**config.mk**
```make
export PLATFORM = sky130hd
export DESIGN_NAME = parity_rx
export DESIGN_NICKNAME = d
export VERILOG_FILES = /design/src/rtl/parity_rx_pkg.sv /design/src/rtl/par_acc.sv /design/src/rtl/parity_rx.sv
export SDC_FILE = /design/constraint.sdc
export NUM_CORES = 1
export LEC_CHECK = 0
export ABC_AREA = 1
export BUFFER_PORTS_ARGS = -buffer_cell sky130_fd_sc_hd__buf_2
export CORE_MARGIN = 8
export CORE_UTILIZATION = 40
export DETAILED_ROUTE_END_ITERATION = 10
export PLACE_DENSITY = 0.63
export SLEW_MARGIN = 20
export SYNTH_ARGS = -nofsm -noshare
export SYNTH_HDL_FRONTEND = slang
export SYNTH_SLANG_ARGS = --single-unit
```
**constraint.sdc**
```tcl
create_clock -name CLK -period 1.78 [get_ports CLK]
set_clock_uncertainty 0.15 [all_clocks]
set_input_delay 0.178 -clock CLK [delete_from_list [all_inputs] [get_ports CLK]]
set_output_delay 0.178 -clock CLK [all_outputs]
set_load 0.01 [all_outputs]
```
**src/rtl/parity_rx_pkg.sv**
```systemverilog
// Shared definitions for the parity_rx serial receiver: FSM encoding and parity-sense constants.
package parity_rx_pkg;

  typedef enum logic [1:0] {
    IDLE   = 2'd0,
    DATA   = 2'd1,
    PARITY = 2'd2,
    STOP   = 2'd3
  } rx_state_t;

  localparam int PAR_EVEN = 1;
  localparam int PAR_ODD  = 0;

  // Final accumulated parity (data XOR parity bit) that marks a clean frame.
  function automatic logic par_expected(input int even);
    return (even == PAR_EVEN) ? 1'b0 : 1'b1;
  endfunction

endpackage

```
**src/rtl/par_acc.sv**
```systemverilog
// One-bit XOR accumulator: clr zeroes the running value, en folds d into it.
module par_acc (
  input  logic clk,
  input  logic rst,
  input  logic clr,
  input  logic en,
  input  logic d,
  output logic q
);

  always_ff @(posedge clk or posedge rst) begin
    if (rst) begin
      q <= 1'b0;
    end else if (clr) begin
      q <= 1'b0;
    end else if (en) begin
      q <= q ^ d;
    end
  end

endmodule

```
**src/rtl/parity_rx.sv**
```systemverilog
// Serial frame receiver (start, DATA_BITS LSB-first, parity, stop) with a one-deep
// output register, parity/framing error flags and a sticky overrun indicator.
module parity_rx
  import parity_rx_pkg::*;
#(
  parameter int DATA_BITS = 8,
  parameter int EVEN      = 1
) (
  input  logic                 CLK,
  input  logic                 RST,
  input  logic                 IN_VALID,
  input  logic                 IN_BIT,
  input  logic                 OUT_READY,
  output logic [DATA_BITS-1:0] OUT_DATA,
  output logic                 OUT_VALID,
  output logic                 OUT_PERR,
  output logic                 OUT_FERR,
  output logic                 OVERRUN,
  output logic                 BUSY
);

  localparam int   CNT_W   = $clog2(DATA_BITS + 1);
  localparam logic PAR_EXP = par_expected(EVEN);
  localparam logic [CNT_W-1:0] LAST_BIT = CNT_W'(DATA_BITS - 1);

  rx_state_t state, state_next;

  logic [CNT_W-1:0]     bit_cnt;
  logic [DATA_BITS-1:0] shift_reg;
  logic                 par_q;

  logic cnt_clr;
  logic shift_en;
  logic par_clr;
  logic par_en;
  logic complete;

  logic frame_perr;
  logic frame_ferr;
  logic drain;

  // State register
  always_ff @(posedge CLK or posedge RST) begin
    if (RST) begin
      state <= IDLE;
    end else begin
      state <= state_next;
    end
  end

  // Next-state logic; every transition is qualified by IN_VALID
  always_comb begin
    state_next = state;
    if (IN_VALID) begin
      unique case (state)
        IDLE:    if (!IN_BIT) state_next = DATA;
        DATA:    if (bit_cnt == LAST_BIT) state_next = PARITY;
        PARITY:  state_next = STOP;
        STOP:    state_next = IDLE;
        default: state_next = IDLE;
      endcase
    end
  end

  // Control outputs decoded from the current state
  always_comb begin
    cnt_clr  = 1'b0;
    shift_en = 1'b0;
    par_clr  = 1'b0;
    par_en   = 1'b0;
    complete = 1'b0;
    BUSY     = (state != IDLE);
    if (IN_VALID) begin
      unique case (state)
        IDLE: begin
          cnt_clr = !IN_BIT;
          par_clr = !IN_BIT;
        end
        DATA: begin
          shift_en = 1'b1;
          par_en   = 1'b1;
        end
        PARITY:  par_en   = 1'b1;
        STOP:    complete = 1'b1;
        default: ;
      endcase
    end
  end

  // Bit counter saturates at DATA_BITS, so it can never wrap inside a frame
  always_ff @(posedge CLK or posedge RST) begin
    if (RST) begin
      bit_cnt <= '0;
    end else if (cnt_clr) begin
      bit_cnt <= '0;
    end else if (shift_en && bit_cnt != CNT_W'(DATA_BITS)) begin
      bit_cnt <= bit_cnt + 1'b1;
    end
  end

  // New bits enter at the MSB so the first line bit ends up in bit 0
  always_ff @(posedge CLK or posedge RST) begin
    if (RST) begin
      shift_reg <= '0;
    end else if (shift_en) begin
      shift_reg <= {IN_BIT, shift_reg[DATA_BITS-1:1]};
    end
  end

  par_acc u_par_acc (
    .clk (CLK),
    .rst (RST),
    .clr (par_clr),
    .en  (par_en),
    .d   (IN_BIT),
    .q   (par_q)
  );

  // par_q already includes the parity bit once the FSM reaches STOP
  assign frame_perr = par_q ^ PAR_EXP;
  assign frame_ferr = !IN_BIT;
  assign drain      = OUT_VALID && OUT_READY;

  always_ff @(posedge CLK or posedge RST) begin
    if (RST) begin
      OUT_DATA  <= '0;
      OUT_VALID <= 1'b0;
      OUT_PERR  <= 1'b0;
      OUT_FERR  <= 1'b0;
      OVERRUN   <= 1'b0;
    end else if (complete) begin
      if (!OUT_VALID || OUT_READY) begin
        OUT_DATA  <= shift_reg;
        OUT_VALID <= 1'b1;
        OUT_PERR  <= frame_perr;
        OUT_FERR  <= frame_ferr;
      end else begin
        OVERRUN <= 1'b1;
      end
    end else if (drain) begin
      OUT_VALID <= 1'b0;
    end
  end

endmodule

```
==> impl_metrics.toml <==
[timing]
hold_viol_final = 0
slew_violations = 0
layout_setup_ws_ns = 0.184
rsz0062_at_grt = "false"
relSlewSlack_pct = 77.2
setup_viol = 0
fmax_ghz = 0.626
worst_pin_slew_ns = 0.342
fin_crit_sh_pct = 89.7
fin_crit_ns = 1.60
tns_ns = 0

[route]
routedWlPerCell_um = 10.8
wirelength_mm = 2.20
via_count = 924
drc = 0
drtPass1Iterations = 4
drt_iter0_drc = 51
vias_per_cell = 4.55
postRouteAntennaNets = 0

[floorplanning]
io_pins = 18
die_area_um2 = 5190
fp.dieH_um = 72.1
core_um2 = 3030
num_rows = 20
dieWidth_um = 72.1
start_util_pct = 41.5

[critical_path]
required_ns = 1.45
cp-start-kind = "flip-flop"
critPathKind = "flip-flop to primary output"
crit_path_end_kind = "primary output"
arrival_ns = 1.27
crit_fanout = 4

[yosys]
syn_nets = 148
synthesis.area_um2 = 1260
ys_types = 17
synth_seq_cells = 27
postSynthCellCount = 136
synth_top_area_share_pct = 53.7
seq_area_frac_synth_pct = 53.7
synth_top_area_cell = "dfrtp_1"
synth_warnings = 0
synthTopCellsByArea = "dfrtp_1 54%, nand2_1 10%, ha_1 7.0%, o21ai_2 6.3%, inv_1 6.0%"
syn_avg_cell_area_um2 = 9.25

[clock_network]
cts_setup_buffers = 0
cts_buffer_depth = 2
cts_max_level = 1
clk_pin_slew_ns = 0.14
root_buffer = "clkbuf_4"
cts_tree = "yes"
hold_buffers = 2
cts_resized = 0
clock_latency_ns = 0.31
cts_buffers = 3
cts.sinks = 27

[global_routing]
grt_start_max_net_pins = 28
grt-ovfl-total = 0
antenna_found_initial = 0
grt.total_usage_pct = 9.32
grt_pass1_vias = 922
grt_pass1_wl_mm = 3.91

[placement]
globalplace.congestion = 0.761
pre_cts_slack_ns = 0.302
numPortBuffers = 17
dpl.hpwl_mm = 1.67

[finish]
diodes = 0
final_nets = 172
final_layout_size_suffix_gt1_share_pct = 23.3
synthToLayoutAreaGrowth_pct = 14.7

[run_status]
status = "finished, final reports clean"

[run]
maxCapViolCount = 0

[power_and_ir_drop]
p_per_area_nw_per_um2 = 1480
p_leak_nw = 0.778
power_w = 0.00213
vdd_drop_max_uv = 644

[worst_hold_path]
min_path_type = "input port to flip-flop"
==> layout by cell type, fill, tap and decap left out, drive strengths merged <==
| cell type | n |
|---|---|
| ha | 7 |
| o21bai | 1 |
| o21ai | 20 |
| nand4 | 3 |
| clkbuf | 4 |
| buf | 19 |
| xor2 | 1 |
| nor2 | 4 |
| inv | 22 |
| nand2 | 38 |
| dlygate4sd3 | 2 |
| dfrtp | 27 |
| or2 | 1 |
| nand3 | 10 |
==> worst max-delay path: stages, from the launching register on <==
cell and delay (ns):
dfrtp_1 0.44, inv_1 0.13, ha_1 0.21, inv_1 0.05
buf_2 0.13
==> through the flow <==
stage          util, %  instances  hold WS, ns  cell area [um2]
3_3_place_gp      46.1        197       0.0986             1400
5_1_grt           47.6        203      0.00658             1440
6_report          47.6        203       0.0310             1440
3_5_place_dp      46.1        197        0.111             1400
2_1_floorplan        -        136       0.0807             1260
4_1_cts           47.6        203       0.0109             1440
==> cells in the mapped netlist <==
library cell  instances
nand2_1              35
or2_2                 1
ha_1                  7
o21ai_2               9
buf_2                 1
nand2_2               2
inv_1                20
dfrtp_1              27
inv_2                 2
nor2_1                4
buf_6                 1
xor2_1                1
nand2_4               1
o21ai_0              11
nand4_1               3
o21bai_1              1
nand3_1              10
==> layout make-up <==
type | instances | area, um2
Fill cell | 299 | 1590
Sequential cell | 27 | 676
Multi-Input combinational cell | 85 | 483
Timing Repair Buffer | 21 | 120
Inverter | 22 | 82.6
Tap cell | 44 | 55.1
Clock buffer | 4 | 26.3
==> cells by family (layout without fill, tap and decap cells) <==
logic type	after synthesis	in the layout	synth area share [%]
AND/OR/NAND/NOR	56	56	19.5
flip-flops	27	27	53.7
buffers and inverters	24	47	7.86
AO/OA/AOI/OAI	21	21	11.2
adder cells (fa/ha/maj)	7	7	6.96
XOR/XNOR	1	1	0.697
==> worst paths after layout <==
path | from | endpoint | slack, ns | cells past startpoint
max reg2reg | state[0] | bit_cnt[0] | 0.28 | 5
min in group asynchronous | RST | bit_cnt[3] | 0.29 | 4
max | state[0] | BUSY | 0.18 | 4
max in group asynchronous | RST | OUT_DATA[3] | 0.93 | 4
min reg2reg | OUT_DATA[0] | OUT_DATA[0] | 0.34 | 2
min | IN_VALID | OUT_VALID | 0.03 | 3
==> report_power, final <==
part           internal (W)  switching, W  leakage [nW]
logic              0.000346      0.000545         0.407
registers          0.000852      0.000133         0.356
clock network     0.0000875      0.000171        0.0150
total               0.00129      0.000850         0.778
==> per-layer routing <==
metal | track usage, % | routed length (um) | part of all wire (%)
met2 | 15.7 | 1030 | 47
met5 | 0 | 0 | 0
met4 | 4.31 | 34 | 1.5
met1 | 10.8 | 1030 | 47
met3 | 2.20 | 106 | 4.8
No activity file was read; power rests on OpenSTA's default activity.
